<file path="src/rtl/reaction_measure.sv">
// Reaction-time controller: starts the random delay, lights the stimulus LED,
// then counts elapsed milliseconds until stop, reporting done, early or timeout.
module reaction_measure #(
    parameter int TICKS_PER_MS = 100000,
    parameter int MAX_MS       = 1000,
    parameter int MS_WIDTH     = 10
) (
    input  logic                clk,
    input  logic                reset,
    input  logic                start,
    input  logic                stop,
    input  logic                clear,
    input  logic                delay_complete,
    output logic                delay_start,
    output logic                stimulus,
    output logic [MS_WIDTH-1:0] reaction_ms,
    output logic                done,
    output logic                early,
    output logic                timeout
);

    localparam int TICK_W = (TICKS_PER_MS > 1) ? $clog2(TICKS_PER_MS) : 1;
    localparam logic [TICK_W-1:0]   TICK_LAST   = TICK_W'(TICKS_PER_MS - 1);
    localparam logic [MS_WIDTH-1:0] MS_MAX      = MS_WIDTH'(MAX_MS);
    localparam logic [MS_WIDTH-1:0] MS_PRE_MAX  = MS_WIDTH'(MAX_MS - 1);

    typedef enum logic [2:0] {
        IDLE,
        WAIT_DELAY,
        MEASURE,
        DONE,
        EARLY,
        TIMEOUT
    } state_t;

    state_t              state;
    state_t              state_next;
    logic [TICK_W-1:0]   tick_cnt;
    logic [TICK_W-1:0]   tick_next;
    logic [MS_WIDTH-1:0] ms_next;
    logic                delay_start_next;

    always_comb begin
        state_next       = state;
        tick_next        = tick_cnt;
        ms_next          = reaction_ms;
        delay_start_next = 1'b0;
        case (state)
            IDLE: begin
                if (start) begin
                    state_next       = WAIT_DELAY;
                    delay_start_next = 1'b1;
                    ms_next          = '0;
                end
            end
            WAIT_DELAY: begin
                // A press before the stimulus is a cheat even if the delay ends this cycle
                if (stop) begin
                    state_next = EARLY;
                end else if (delay_complete) begin
                    state_next = MEASURE;
                    tick_next  = '0;
                    ms_next    = '0;
                end
            end
            MEASURE: begin
                // Stop freezes the count, discarding any increment due this cycle
                if (stop) begin
                    state_next = DONE;
                end else if (tick_cnt == TICK_LAST) begin
                    tick_next = '0;
                    if (reaction_ms == MS_PRE_MAX) begin
                        ms_next    = MS_MAX;
                        state_next = TIMEOUT;
                    end else begin
                        ms_next = reaction_ms + 1'b1;
                    end
                end else begin
                    tick_next = tick_cnt + 1'b1;
                end
            end
            DONE, EARLY, TIMEOUT: begin
                if (clear) begin
                    state_next = IDLE;
                end
            end
            default: begin
                state_next = IDLE;
            end
        endcase
    end

    // Flags are registered from the next state so each one tracks its state exactly
    always_ff @(posedge clk) begin
        if (!reset) begin
            state       <= IDLE;
            tick_cnt    <= '0;
            reaction_ms <= '0;
            delay_start <= 1'b0;
            stimulus    <= 1'b0;
            done        <= 1'b0;
            early       <= 1'b0;
            timeout     <= 1'b0;
        end else begin
            state       <= state_next;
            tick_cnt    <= tick_next;
            reaction_ms <= ms_next;
            delay_start <= delay_start_next;
            stimulus    <= (state_next == MEASURE);
            done        <= (state_next == DONE);
            early       <= (state_next == EARLY);
            timeout     <= (state_next == TIMEOUT);
        end
    end

endmodule

</file>
<file path="config.mk">
export PLATFORM = sky130hd
export DESIGN_NAME = reaction_measure
export DESIGN_NICKNAME = d
export VERILOG_FILES = /design/src/rtl/reaction_measure.sv
export SDC_FILE = /design/constraint.sdc
export NUM_CORES = 1
export LEC_CHECK = 0
export CAP_MARGIN = 5
export CORE_UTILIZATION = 59
export DETAILED_ROUTE_END_ITERATION = 10
export PLACE_DENSITY = 0.82
export SYNTH_ARGS = -nofsm -noshare
export SYNTH_HDL_FRONTEND = slang
export SYNTH_SLANG_ARGS = --single-unit
export TNS_END_PERCENT = 50
</file>
<file path="constraint.sdc">
create_clock -name clk -period 4.2 [get_ports clk]
set_input_delay 1.05 -clock clk [delete_from_list [all_inputs] [get_ports clk]]
set_output_delay 1.05 -clock clk [all_outputs]
set_load 0.01 [all_outputs]
</file>
# Word-level counts from Yosys, hierarchy flattened

Index checks and enable logic that the tools add are counted.

Bits in latches: 0
Register bits after elaboration: 35
Memories: 0
Bits in read-only memories: 0
Memory bits (writable): 0
Logic and storage cells: 54
Output and inout port bits: 15

Shift-type cells: 0
Eq/ne operators: 16
Multiply operators: 0
Multiplexer cells: 21
$lt $le $gt $ge: 0
Reductions and logical operators: 7
Add/subtract/negate cells: 2
Divide/modulo/power cells: 0
Bitwise operators: 0

Operators with widths:

| operator                | count |
|---|---|
| $mux W17                | 4 |
| $mux W10                | 6 |
| $pmux W17 S2            | 1 |
| $pmux W10 S3            | 1 |
| $mux W3                 | 7 |
| $add A17 B1 Y17 const B | 1 |
| $eq A17 B17 Y1 const B  | 1 |
| $eq A3 B2 Y1 const B    | 4 |
| $eq A3 B3 Y1 const B    | 4 |
| $pmux W3 S4             | 1 |
| $add A10 B1 Y10 const B | 1 |
| $eq A10 B10 Y1 const B  | 1 |
| $ne A2 B2 Y1 const B    | 5 |
| $reduce_and A6 Y1       | 1 |
| $reduce_and A4 Y1       | 1 |
| $eq A3 B1 Y1 const B    | 1 |
| $logic_not A3 Y1        | 1 |
| $reduce_bool A3 Y1      | 1 |
| $reduce_or A3 Y1        | 1 |
| $reduce_and A2 Y1       | 1 |
| $reduce_bool A2 Y1      | 1 |
| $mux W1                 | 1 |

# Depth between registers and ports, before layout

Word-level depth: 6
Gate-level depth with buffers: 7
Gate-level depth less buffers: 6

# Worst setup path before layout

Ideal clock, no wire load.

Kind: input to register
From: input port stop
To: register tick_cnt[15]
Slack: 1.968 ns
Required time: 4.124 ns
Library setup time: 0.076 ns
Buffers on the path: 1
Stages: 5
Arrival time: 2.156 ns
Cell sequence: buf_4 -> nor3_1 -> nand2b_1 -> or3_1 -> a21boi_0

Cells in the longest elaborated chain, start to end: 2
Elaborated cells between the ends (all ways): 3
Classes of those cells: eq/ne: 2; reduce/logical: 1

Ends and longest elaborated chain:

| item                          | RTL line | text |
|---|---|---|
| start, declared               | 11       | `input logic stop,` |
| $ne A2 B2 Y1 (no line)        | --       |  |
| $reduce_and A4 Y1 (no line) * | --       |  |
| end signal, assigned          | 106      | `tick_cnt <= tick_next;` |
| end, declared                 | 38       | `logic [TICK_W-1:0] tick_cnt;` |

Every way passes the cells marked *; elsewhere a longest branch is shown, timed or not.
A chain may end at the register's enable or synchronous reset.

==> results.cfg <==
[critical_path]
endpoint_type_of_the_worst_setup_path = register
r2r_cells = 5
critical-path-max-stage-delay_ps = 730
cp_cell_sequence = clkdlybuf4s50_1, nor2b_1, nand2_1, or2_2, o41ai_1
worst-endpoint-required_ps = 4440
critical-path-slowest-cell = sky130_fd_sc_hd__clkdlybuf4s50_1
critPathKind = in -> reg
cp-start-kind = input pin
worst-path-stages = 5
worstPathBufferInverterCount = 1
crit_family = simple AND/OR/NAND/NOR gates
crit_arrival_ps = 3050
critical_path_peak_fanout = 13

[logic_synthesis]
synth_adder_area_share_pct = 1.35
synth_top_family_by_area = simple AND/OR/NAND/NOR gates
synth_top_area_share_pct = 37.7
async_set_reset_flop_share_out_of_synthesis_pct = 0
synthSimpleGateAreaFrac_pct = 31.7
complex_gate_fraction_of_the_synthesized_area_pct = 20.1
synth_top_cell_by_area = sky130_fd_sc_hd__dfxtp_1
ys_top_cells_by_count = sky130_fd_sc_hd__dfxtp_1, sky130_fd_sc_hd__nand2_1, sky130_fd_sc_hd__nor2_1, sky130_fd_sc_hd__a21oi_1, sky130_fd_sc_hd__o21ai_0
syn_avg_cell_area_um2 = 8.33
synth.mux.area_fraction_pct = 1.68
post_synth_num_cell_types = 51
postSynthRegisterBits = 35
synth.yosys.warnings = 0
syn-num-nets = 231
synthCells = 223
synth_enable_flop_cells = 0
mappedNetlistArea_mm2 = 0.00186
most_repeated_cell_in_the_gate_level_netlist_after_synthesis = sky130_fd_sc_hd__dfxtp_1
synth_seq_area_share_pct = 37.7
synth_ff_type = sky130_fd_sc_hd__dfxtp_1
synth_xor_area_share_pct = 3.77
netlist_top_cells_area = sky130_fd_sc_hd__dfxtp_1, sky130_fd_sc_hd__nand2_1, sky130_fd_sc_hd__a21oi_1, sky130_fd_sc_hd__nor2_1, sky130_fd_sc_hd__xor2_1

[placement]
quantity_of_i_o_buffers_inserted_on_ports = 20
placed_cells = 276
post-place-ws_ps = 1040
placedInstanceArea_mm2 = 0.00206
detailed_place_hpwl_mm = 2.95
gp_routability_congestion = 0.870

[die]
start_util_pct = 64.5
std_cell_rows = 19
fp.dieW_um = 58.1
fp.dieArea_mm2 = 0.00338
design.core.area_mm2 = 0.00288
die_height_um = 58.1
boundaryPins = 21

[sta]
timing_worst_slew_pin_value_ps = 661
period_share_pct = 66.9
final_max_slew_viol_count = 0
rsz_0062_raised_after_global_routing = no
finalClockSkew_ps = 3.88
final-hold-violation-count = 0
postLayoutSetupSlackWorst_ps = 1390
achievable-frequency_mhz = 356
hold_ws_ps = 516
setup_violations = 0
post-route-min-period_ps = 2810
worst_slew_margin_rel_pct = 55.5
tns_ps = 0

[power]
pwr-share-seq_pct = 52.5
total_power_uw = 654
pwr-share-clk_pct = 39.3
power-per-cell-area_mw_per_mm2 = 304
p_switching_uw = 154
comb_power_share_pct = 8.2
switching_share_pct = 23.5
p_leak_nw = 0.755
power.internal_uw = 501
vdd_drop_max_mv = 0.226

[drt]
number_of_drc_markers_after_the_initial_detailed_route_iteration = 150
drc = 0
wl_per_cell_um = 14.7
drt_first_pass_iters = 4
routed_wirelength_mm = 4.18
routed_via_count = 1739
final_antenna_net_count = 0
vias_per_cell = 6.12

[cts]
cts_root_buf = sky130_fd_sc_hd__clkbuf_4
post_cts.resized_instances = 0
cts_made_buffers = 5
clock_sink_count = 35
post-cts-setup-buffer-count = 0
clk-insertion-delay-late_ps = 350
clock_tree.buffer_depth = 2
cts_htree_levels = 2
cts_hold_buf = 0
cts_tree = built
clk_transition_reported_paths_ps = 100

[global_route]
global_route_met1_usage_pct = 35.1
globalRouteOverflowTotal = 0
grt_antenna_before_repair = 0
first_global_vias = 1560
grtUsageTotal_pct = 26.4
grt_start_max_net_pins = 14
met2_usage_grt_pct = 40.2
global_route_wire_length_before_repair_mm = 6.81
grt-busiest-layer = met2
groute.layer.met3.usage_pct = 6.25

[hold_path]
worst_hold_path.num_cells = 2
min_path_type = reg -> reg

[finish]
fin_area_mm2 = 0.00215
area.sequential_um2 = 701
nNetsFinal = 249
final_layout_fill_cell_count = 234
area_delta_synth_final_pct = 15.8
multiInputGateArea_mm2 = 0.00109
finalNonFillerCells = 284
antenna_cells_inserted = 0
post_route_cells_drive_above_1_share_pct = 9.50
final_util_pct = 74.8

[run_status]
run_status = finished clean

[flow_run]
cap_viol_max_count = 0
==> power by group through the flow <==
stage          clock network [mW]  registers (mW)  logic, mW
3_3_place_gp                    0           0.351     0.0522
5_1_grt                     0.273           0.345     0.0590
3_5_place_dp                    0           0.351     0.0530
2_1_floorplan                   0           0.349     0.0360
6_report                    0.257           0.344     0.0538
4_1_cts                     0.260           0.343     0.0533
==> metal layers <==
layer | wire length [um] | part of all wire, % | vias up
met5 | 0 | 0 | -
met4 | 78 | 1.9 | 0
met3 | 292 | 7.0 | 8
met2 | 1870 | 45 | 67
met1 | 1950 | 47 | 807
li1 | - | - | 857
==> layout by cell type, fill, tap and decap left out, types with 3 or more instances in the layout <==
cell type,instances
sky130_fd_sc_hd__or3_1,4
sky130_fd_sc_hd__nor3b_1,3
sky130_fd_sc_hd__xor2_1,6
sky130_fd_sc_hd__o21ai_0,10
sky130_fd_sc_hd__a31o_2,3
sky130_fd_sc_hd__inv_1,4
sky130_fd_sc_hd__o21a_1,4
sky130_fd_sc_hd__nand2_1,22
sky130_fd_sc_hd__a41oi_1,3
sky130_fd_sc_hd__and3_1,7
sky130_fd_sc_hd__a211oi_1,4
sky130_fd_sc_hd__nand4_1,6
sky130_fd_sc_hd__clkdlybuf4s50_1,20
sky130_fd_sc_hd__nand3_1,6
sky130_fd_sc_hd__nor3_1,5
sky130_fd_sc_hd__clkbuf_4,5
sky130_fd_sc_hd__nor2_1,20
sky130_fd_sc_hd__a31oi_1,8
sky130_fd_sc_hd__dfxtp_1,35
sky130_fd_sc_hd__a21o_1,3
sky130_fd_sc_hd__nand2b_1,6
sky130_fd_sc_hd__a21oi_1,15
sky130_fd_sc_hd__nor2b_1,4
==> final cells by class <==
cell class / count / area share (%)
multi-input combinational: 174 / 50.6
sequential: 35 / 32.6
timing repair buffer: 21 / 9.66
tap: 42 / 2.44
clock buffer: 6 / 2.39
clock inverter: 2 / 1.63
inverter: 4 / 0.698
==> sequential cells by signal, indices dropped and copies added (netlist names) <==
register     flops
tick_cnt        17
reaction_ms     10
state            3
delay_start      1
done             1
early            1
stimulus         1
timeout          1
==> cells by family (layout without fill, tap and decap cells) <==
kind of cell | Yosys count | in the layout
adder cells (fa/ha/maj) | 2 | 2
XOR/XNOR | 8 | 8
flip-flops | 35 | 35
AO/OA/AOI/OAI | 57 | 57
multiplexers | 3 | 3
buffers and inverters | 14 | 33
AND/OR/NAND/NOR | 104 | 104
==> worst register-to-register path: cells and delay by family, from the launching register on <==
kind,cells,cell delay [ps]
AOI/OAI and AO/OA,2,420
and+or+nand+nor,3,1380
DFF,1,350
==> worst paths after layout <==
path                  startpoint  slack, ps        endpoint
setup reg to reg    tick_cnt[13]       1930  reaction_ms[9]
setup / recovery           reset       1390    tick_cnt[12]
hold reg to reg   reaction_ms[1]        520  reaction_ms[1]
hold / removal    reaction_ms[1]        520  reaction_ms[1]
Power figures use the tool's default switching activity.
